### config.mk
export PLATFORM = sky130hd
export DESIGN_NAME = uart_rx_framer
export DESIGN_NICKNAME = d
export VERILOG_FILES = /design/src/rtl/uart_rx_framer_pkg.sv /design/src/rtl/uart_byte_timer.sv /design/src/rtl/uart_rx_framer.sv
export SDC_FILE = /design/constraint.sdc
export NUM_CORES = 1
export LEC_CHECK = 0
export CORE_MARGIN = 2
export CORE_UTILIZATION = 30
export CTS_CLUSTER_SIZE = 25
export DETAILED_ROUTE_END_ITERATION = 8
export DONT_BUFFER_PORTS = 1
export SLEW_MARGIN = 20
export SYNTH_ARGS = -nofsm -noshare
export SYNTH_HDL_FRONTEND = slang
export SYNTH_SLANG_ARGS = --single-unit
### constraint.sdc
create_clock -name i_Clock -period 5.7 [get_ports i_Clock]
set_clock_uncertainty 0.05 [all_clocks]
set_input_delay 0 -clock i_Clock [delete_from_list [all_inputs] [get_ports i_Clock]]
set_output_delay 0 -clock i_Clock [all_outputs]
set_load 0.02 [all_outputs]
### src/rtl/uart_rx_framer_pkg.sv
// Shared defaults, FSM/error encodings and the LEN legality check for the UART command framer.
package uart_rx_framer_pkg;

    localparam int         DEF_WORD_BYTES     = 4;
    localparam int         DEF_MAX_WORDS      = 16;
    localparam logic [7:0] DEF_SYNC_BYTE      = 8'hA5;
    localparam int         DEF_TIMEOUT_CYCLES = 20000;

    typedef enum logic [1:0] {
        S_HUNT,
        S_LEN,
        S_DATA,
        S_CHK
    } state_e;

    typedef enum logic [2:0] {
        ERR_NONE,
        ERR_LEN,
        ERR_CHK,
        ERR_OVERRUN,
        ERR_TIMEOUT
    } err_cause_e;

    function automatic logic len_ok(input logic [7:0] len, input int max_words);
        return (len != 8'd0) && (int'(len) <= max_words);
    endfunction

endpackage

### src/rtl/uart_byte_timer.sv
// Inter-byte idle counter: clear wins over enable, expire_o pulses once per TIMEOUT_CYCLES idle clocks.
module uart_byte_timer #(
    parameter int TIMEOUT_CYCLES = 20000
) (
    input  logic clk_i,
    input  logic rst_i,
    input  logic clear_i,
    input  logic enable_i,
    output logic expire_o
);

    localparam int               CNT_W    = (TIMEOUT_CYCLES > 1) ? $clog2(TIMEOUT_CYCLES) : 1;
    localparam logic [CNT_W-1:0] CNT_LAST = CNT_W'(TIMEOUT_CYCLES - 1);

    logic [CNT_W-1:0] count_q;
    logic [CNT_W-1:0] count_d;
    logic             at_last;

    assign at_last  = (count_q == CNT_LAST);
    assign expire_o = enable_i && !clear_i && at_last;

    always_comb begin
        // NOTE: default assignment first so every path drives count_d and no latch is inferred.
        count_d = count_q;
        if (clear_i) begin
            count_d = '0;
        end else if (enable_i) begin
            count_d = at_last ? '0 : count_q + CNT_W'(1);
        end
    end

    always_ff @(posedge clk_i) begin
        // NOTE: sequential state uses non-blocking assignments so all flops update from pre-edge values.
        if (rst_i) begin
            count_q <= '0;
        end else begin
            count_q <= count_d;
        end
    end

endmodule

### src/rtl/uart_rx_framer.sv
// Assembles SYNC/LEN/payload/CHK frames from uart_rx byte strobes into little-endian words
// presented on a valid/ready port, with Done/Err pulses per frame.
module uart_rx_framer
    import uart_rx_framer_pkg::*;
#(
    parameter int         WORD_BYTES     = DEF_WORD_BYTES,
    parameter int         MAX_WORDS      = DEF_MAX_WORDS,
    parameter logic [7:0] SYNC_BYTE      = DEF_SYNC_BYTE,
    parameter int         TIMEOUT_CYCLES = DEF_TIMEOUT_CYCLES
) (
    input  logic                    i_Clock,
    input  logic                    reset,
    input  logic                    i_Rx_DV,
    input  logic [7:0]              i_Rx_Byte,
    output logic [8*WORD_BYTES-1:0] o_Word,
    output logic                    o_Word_Valid,
    input  logic                    i_Word_Ready,
    output logic                    o_Last,
    output logic                    o_Frame_Done,
    output logic                    o_Frame_Err,
    output logic                    o_Busy
);

    // WORD_BYTES must be at least 2: the assembly register holds all but the final byte.
    localparam int                W         = 8 * WORD_BYTES;
    localparam int                BIDX_W    = $clog2(WORD_BYTES);
    localparam int                WCNT_W    = $clog2(MAX_WORDS + 1);
    localparam logic [BIDX_W-1:0] BIDX_LAST = BIDX_W'(WORD_BYTES - 1);

    state_e              state_q;
    logic [BIDX_W-1:0]   byte_idx_q;
    logic [WCNT_W-1:0]   words_left_q;
    logic [7:0]          chk_q;
    logic [W-9:0]        asm_q;
    logic [W-1:0]        word_q;
    logic                valid_q;
    logic                last_q;
    logic                done_q;
    logic                err_q;

    logic [W-1:0]        asm_next;
    logic                word_done;
    logic                word_pending;
    logic                last_word;
    logic                tmr_expire;
    err_cause_e          err_cause;

    assign asm_next     = {i_Rx_Byte, asm_q};
    assign word_done    = (byte_idx_q == BIDX_LAST);
    assign word_pending = valid_q && !i_Word_Ready;
    assign last_word    = (words_left_q == WCNT_W'(1));

    uart_byte_timer #(
        .TIMEOUT_CYCLES(TIMEOUT_CYCLES)
    ) u_timer (
        .clk_i    (i_Clock),
        .rst_i    (reset),
        .clear_i  (i_Rx_DV || (state_q == S_HUNT)),
        .enable_i (state_q != S_HUNT),
        .expire_o (tmr_expire)
    );

    // A byte arriving in the expiry cycle is processed; timeout only applies to an idle cycle.
    always_comb begin
        err_cause = ERR_NONE;
        if (i_Rx_DV) begin
            unique case (state_q)
                S_LEN:   if (!len_ok(i_Rx_Byte, MAX_WORDS)) err_cause = ERR_LEN;
                S_DATA:  if (word_done && word_pending)     err_cause = ERR_OVERRUN;
                S_CHK:   if (i_Rx_Byte != chk_q)            err_cause = ERR_CHK;
                default: err_cause = ERR_NONE;
            endcase
        end else if (tmr_expire) begin
            err_cause = ERR_TIMEOUT;
        end
    end

    always_ff @(posedge i_Clock) begin
        if (reset) begin
            state_q      <= S_HUNT;
            byte_idx_q   <= '0;
            words_left_q <= '0;
            chk_q        <= '0;
            word_q       <= '0;
            valid_q      <= 1'b0;
            last_q       <= 1'b0;
            done_q       <= 1'b0;
            err_q        <= 1'b0;
        end else begin
            done_q <= 1'b0;
            err_q  <= 1'b0;
            if (valid_q && i_Word_Ready) begin
                valid_q <= 1'b0;
            end

            if (err_cause != ERR_NONE) begin
                // A pending word stays on the output; the consumer drops the frame on Err.
                err_q   <= 1'b1;
                state_q <= S_HUNT;
            end else if (i_Rx_DV) begin
                unique case (state_q)
                    S_HUNT: begin
                        if (i_Rx_Byte == SYNC_BYTE) begin
                            state_q <= S_LEN;
                        end
                    end
                    S_LEN: begin
                        words_left_q <= WCNT_W'(i_Rx_Byte);
                        chk_q        <= i_Rx_Byte;
                        byte_idx_q   <= '0;
                        state_q      <= S_DATA;
                    end
                    S_DATA: begin
                        chk_q <= chk_q ^ i_Rx_Byte;
                        if (word_done) begin
                            byte_idx_q   <= '0;
                            word_q       <= asm_next;
                            valid_q      <= 1'b1;
                            last_q       <= last_word;
                            words_left_q <= words_left_q - WCNT_W'(1);
                            if (last_word) begin
                                state_q <= S_CHK;
                            end
                        end else begin
                            byte_idx_q <= byte_idx_q + BIDX_W'(1);
                        end
                    end
                    S_CHK: begin
                        done_q  <= 1'b1;
                        state_q <= S_HUNT;
                    end
                    default: state_q <= S_HUNT;
                endcase
            end
        end
    end

    always_ff @(posedge i_Clock) begin
        // NOTE: asm_q is left unreset on purpose; every word is fully shifted in before it is used.
        if (i_Rx_DV && (state_q == S_DATA)) begin
            asm_q <= asm_next[W-1:8];
        end
    end

    assign o_Word       = word_q;
    assign o_Word_Valid = valid_q;
    assign o_Last       = last_q;
    assign o_Frame_Done = done_q;
    assign o_Frame_Err  = err_q;
    assign o_Busy       = (state_q != S_HUNT);

endmodule

== Word-level counts from Yosys, hierarchy flattened ==
Cells that the tools add are included.

* Bits in registers: 92
* Input bits: 12
* Output and inout port bits: 37

* $add $sub $neg: 3
* Magnitude comparators: 1
* Equal/unequal tests: 11
* Muxes and demuxes: 23
* Bitwise operators: 3
* Reduce and logical (&&, ||, !) cells: 22

{| class="wikitable"
|+ Operators by type and width
! kind !! number
|-
| one-hot mux 8 bit (2 select lines) || 1
|-
| adder 15 x 1 -> 15 bit, second input constant || 1
|-
| equality test 15 bit, second input constant || 1
|-
| two-way mux 15 bit || 1
|-
| two-way mux 2 bit || 6
|-
| AND reduction 4 bit || 3
|-
| one-hot mux 5 bit (2 select lines) || 1
|-
| one-hot mux 3 bit (3 select lines) || 1
|-
| equality test 8 bit, second input constant || 1
|-
| <= comparator 8 x 5 -> 1 bit, second input constant || 1
|-
| two-way mux 1 bit || 8
|-
| inequality test 8 bit || 1
|-
| one-hot mux 2 bit (4 select lines) || 1
|-
| nonzero test 8 bit || 1
|-
| XOR 8 bit || 1
|-
| logical AND 1 bit || 7
|-
| equality test 2 bit, second input constant || 3
|-
| two-way mux 3 bit || 2
|-
| equality test 5 x 1 -> 1 bit, second input constant || 1
|-
| two-way mux 5 bit || 1
|-
| subtractor 5 x 1 -> 5 bit, second input constant || 1
|-
| inequality test 2 bit, second input constant || 2
|-
| one-hot mux 2 bit (2 select lines) || 1
|-
| nonzero test 2 bit || 2
|-
| 11 further kinds || 14
|}

== Longest topological paths before layout ==
* Depth after elaboration: 10
* Depth in mapped cells: 10

== Cells and area by module ==
From an unflattened synthesis, not the netlist that was laid out.

* Cells, all modules: 444
* Area total of the unflattened synthesis: 4405.5 um^2

{| class="wikitable"
|+ By module, submodules not included
! module !! times used !! cells an instance !! area an instance (um^2) !! sequential area each (um^2)
|-
| uart_rx_framer || 1 || 365 || 3663.5 || 1781.7
|-
| uart_byte_timer || 1 || 79 || 742.0 || 300.3
|}

== Least setup slack after synthesis ==
No wires, ideal clock.

* Kind: register to register
* Start: reg state_q[0]
* End: reg asm_q[0] (enable)
* Library setup time: 0.405 ns
* Arrival: 2.030 ns
* Data required time: 5.245 ns
* Setup slack: 3.215 ns
* Cell stages (with the launch flop): 6
* Buffers on the path: 1
* Period minus slack after synthesis: 2.485 ns
* Path through: dfxtp_1 inv_1 ha_1 inv_1 clkbuf_1 nor2_1

* Word-level cells in the longest chain between the ends: 2

{| class="wikitable"
|+ RTL lines
! item !! line !! source
|-
| start: declaration || uart_rx_framer.sv:30 || <nowiki>state_e state_q;</nowiki>
|-
| start signal: assignment || uart_rx_framer.sv:80 || <nowiki>state_q <= S_HUNT;</nowiki>
|-
| start signal: assignment || uart_rx_framer.sv:99 || <nowiki>state_q <= S_HUNT;</nowiki>
|-
| start signal: assignment || uart_rx_framer.sv:104 || <nowiki>state_q <= S_LEN;</nowiki>
|-
| equality test 2 bit || uart_rx_framer.sv:140 || <nowiki>if (i_Rx_DV && (state_q == S_DATA)) begin</nowiki>
|-
| logical AND 1 bit || uart_rx_framer.sv:140 ||
|-
| end signal: assignment || uart_rx_framer.sv:141 || <nowiki>asm_q <= asm_next[W-1:8];</nowiki>
|-
| end: declaration || uart_rx_framer.sv:34 || <nowiki>logic [W-9:0] asm_q;</nowiki>
|}

Every way passes these cells.
A chain may end at the register's enable or synchronous reset.

== Final worst setup path ==
* Start: reg state_q[0]
* End: reg byte_idx_q[0]

* Word-level cells in the longest chain between the ends: 10

{| class="wikitable"
|+ RTL lines
! item !! line !! source
|-
| logical NOT 2 bit || uart_rx_framer.sv:58 || <nowiki>.clear_i (i_Rx_DV || (state_q == S_HUNT)),</nowiki>
|-
| logical OR 1 bit || uart_rx_framer.sv:58 ||
|-
| logical NOT 1 bit || uart_byte_timer.sv:20 || <nowiki>assign expire_o = enable_i && !clear_i && at_last;</nowiki>
|-
| logical AND 1 bit (2 in a row) || uart_byte_timer.sv:20 ||
|-
| two-way mux 3 bit || uart_rx_framer.sv:73 || <nowiki>end else if (tmr_expire) begin</nowiki>
|-
| two-way mux 3 bit || uart_rx_framer.sv:66 || <nowiki>if (i_Rx_DV) begin</nowiki>
|-
| nonzero test 3 bit || uart_rx_framer.sv:96 || <nowiki>if (err_cause != ERR_NONE) begin</nowiki>
|-
| inverter 1 bit (no line) || - ||
|-
| AND reduction 3 bit (no line) || - ||
|-
| end signal: assignment || uart_rx_framer.sv:125 || <nowiki>byte_idx_q <= byte_idx_q + BIDX_W'(1);</nowiki>
|-
| end: declaration || uart_rx_framer.sv:31 || <nowiki>logic [BIDX_W-1:0] byte_idx_q;</nowiki>
|}

Parallel ways exist; a longest one is shown, timed or not.

==> impl_results.md <==
- Status: completed
- Static Leak: between 1.5 and 2 nW
- PortBufs: 0
- Post-synth top flop: dfxtp_1
- WL/cell: around 15 um
- Row count: about 40
- Die width: 119 um
- Clk root buf: clkbuf_16
- DRC violation count after routing: 0
- Worst hold start: i_Rx_Byte[3]
- Int Power: slightly below 1 mW
- Crit Reg-Reg Startpoint: state_q[0]
- Total wire length: between 8 and 9 mm
- Initial Util: roughly 31%
- Synth Warn #: 0
- Clock-pin slew on the worst setup and hold paths: 0.07 ns
- Share of synthesized flip-flops with an asynchronous set or reset: 0%
- Logic pwr share: between 2 and 3%
- Leading area contributor after synthesis: dfxtp_1
- Share of layout cells above drive strength 1: under 10%
- Crit Path Class: reg2reg
- Layout net count: between 300 and 400
- # diodes: 0
- Initial antenna violation count: 0
- Syn Nets: just under 400
- Reg power frac: a little over half
- Final worst slack: 2.43 ns
- Number of global-route vias before repair: 2571
- Synth top area share: 34.5%
- DRT iter0 DRCs: 228
- Final period util: 57.4%
- Routability congestion estimate: just under 0.8
- CTS tree: done
- Yosys reg bits: 92
- Combinational family with the most area after synthesis: simple AND/OR/NAND/NOR gates
- Fillers: between 1000 and 1500
- Psw: between 0.2 and 0.3 mW
- Final Cell Area: roughly 4500 um^2
- Clock buffer depth: 2
- MaxCap Viol Count: 0
- Worst Hold Class: in2reg
- Remaining global-route overflow: 0
- Clk_lat worst skew: around 0.34 ns
- Via count: 2680
- DIE AREA: between 10000 and 15000 um^2
- Post-Synth XOR/XNOR Area: approximately 4%
- Post-synth EDFFs: 24
- DR pass1 iterations: 4
- Worst-path maximum fanout: 16
- Hold path depth: 3
- Post-cts gate resize count: 0
- Mapped Area: ~3900 um^2
- Final min period: 3.27 ns
- Layout area overhead: 13.6%
- Compound-Gate Fraction of Synth Area: between 8 and 9%
- Measured slew at the worst slew-check pin: 0.817 ns
- Antenna Nets Post-Route: 0
- Post-Synth Adder-Cell Area: under 10%
- Register-to-register setup slack: roughly 2.4 ns
- Synthesized area per cell: around 11 um^2
- Highest-count cells in the layout ignoring fill and taps: dfxtp_1 (68), nor2_1 (48), mux2i_1 (35)
- Largest net degree at the start of global routing: 60
- Die Ht: 119 um
- Via density: approximately 4.9
- Simple-Gate Fraction of Synth Area: around 18%
- CTS sink cnt: a little over 90
- Required @ worst endpoint: 5.88 ns
- Slew headroom: between 40 and 50%
- Pins over their slew limit: 0
- Peak supply drop: between 0.0001 and 0.00015 V
- Final Core Density: a little over a third
- CTS Buf Count: 9
- Synth top area cells: dfxtp_1 (34%), edfxtp_1 (18%), mux2i_1 (8.9%)
- P per Cell Area: ~280 nW/um^2
- Total track usage: between 10% and 20%
- Hold Vio Cnt, Final: 0
- Placed Instance Area: around 4000 um^2
- TNS Setup: 0 ns
- Final setup fails: 0
- First-pass GRT wire length: 13.6 mm
- Reg-to-reg endpoint: byte_idx_q[0]
- Multiplexer share of the synthesized area: under 10%
- Clock share of power: roughly 45%
- Peak Freq: between 0.3 and 0.4 GHz
- H-tree depth: 3
- I/O Pins: 49
- Core box area: roughly 13000 um^2
- Hold path endpoint: chk_q[3]
- Critical Path AT: approximately 3.5 ns
- Synthesized instance count: 370
- Critical Path Start Type: register
- Post-DP HPWL: between 5 and 6 mm
- RSZ-0062 raised after global routing: no
- Sw Ratio: 22.5%
- Commonest non-fill, non-tap cell in the layout: dfxtp_1
- Worst slack at placement: about 3.1 ns
- Count of different cell masters after synthesis: 44
- R2r worst-path depth: 9
- Sequential fraction of the synthesis area: a little over half
- Setup crit end kind: register
[area by class of cell]
cell class                      count  area [um^2]  area share [%]
Sequential cell                    92         2080            46.5
Multi-Input combinational cell    246         1680            37.4
Clock buffer                        9          225            5.03
Tap cell                          172          215            4.80
Timing Repair Buffer               18          195            4.36
Clock inverter                      7         58.8            1.31
Inverter                            8         30.0           0.670
[flip-flops by register name, summed over array words and instances (netlist names)]
register,flops
o_Word,32
asm_q,24
u_timer.count_q,15
chk_q,8
words_left_q,5
byte_idx_q,2
state_q,2
o_Frame_Done,1
o_Frame_Err,1
o_Last,1
o_Word_Valid,1
[power groups by stage]
stage | Clock (mW) | Combinational, mW | Sequential (mW)
3_3_place_gp | 0 | 0.0123 | 0.683
5_1_grt | 0.615 | 0.0353 | 0.668
3_5_place_dp | 0 | 0.0124 | 0.683
4_1_cts | 0.587 | 0.0330 | 0.668
2_1_floorplan | 0 | 0.0223 | 0.683
6_report | 0.569 | 0.0328 | 0.668
[stage by stage]
stage	hold slack (ns)	total power [mW]	std cells
finish	0.0257	1.27	552
global route	0.0355	1.32	552
CTS	0.0111	1.29	552
detailed placement	0.0353	0.695	519
global placement	0.0344	0.695	519
floorplan	0.0489	0.705	370
[layer usage]
metal	global-route usage (%)	part of all wire (%)	vias up
li1	-	-	1324
met1	15.5	47	1289
met2	19.4	46	56
met3	4.25	5.9	11
met4	3.94	1.2	0
met5	0	0	-
[synthesized netlist by cell type, types with 2 or more instances]
cell       n
clkbuf_1  11
ha_1       8
xnor2_1   10
a211oi_1   2
nand2_1   20
nor3b_1    9
o31ai_2    2
xor2_1     8
dfxtp_1   68
or3_1      6
mux2i_1   35
a31oi_2    2
buf_6      3
buf_4      2
nand2b_1   6
a21oi_1   15
a31oi_1   16
inv_1      8
nor3_1     6
buf_12     3
nor2_1    49
buf_2      5
nand3b_1   8
and2_1     2
o32ai_1    3
nor2b_1    4
o21ai_0    3
edfxtp_1  24
and3_1     7
nand3_1    7
nand4_1    5
[critical path, stage by stage, from the launching register on]
cell and delay, ns:
dfxtp_1 0.34, inv_1 0.10, ha_1 0.49, nand2_1 0.19, or2_1 0.26, and3_1 0.20
a31oi_2 0.69, or3_1 0.22, a21oi_1 0.07, dlygate4sd3_1 0.57
[logic make-up after synthesis]
| kind of cell | after synthesis |
|---|---|
| mux | 35 |
| buf+inv | 32 |
| compound gates | 49 |
| flops | 92 |
| simple gates | 136 |
| xor+xnor | 18 |
| fa+ha+maj | 8 |
[worst max path at each step]
| stage | to | cells past startpoint | slack (ns) | startpoint |
|---|---|---|---|---|
| after floorplan | asm_q[0] | 5 | 3.21 | state_q[0] |
| after global placement | asm_q[3] | 4 | 3.01 | state_q[0] |
| after detailed placement | words_left_q[0] | 8 | 3.05 | state_q[0] |
| after CTS | byte_idx_q[0] | 9 | 2.49 | state_q[0] |
| after global routing | byte_idx_q[0] | 9 | 2.20 | state_q[0] |
| final | byte_idx_q[0] | 9 | 2.43 | state_q[0] |
[timing repair]
| item | 4_1_cts | 5_1_grt |
|---|---|---|
| buffers inserted | 0 | 0 |
| endpoints found under the hold margin | 63 | 0 |
| hold buffers | 17 | 0 |
Note: power is estimated with default switching activity, not from simulation.
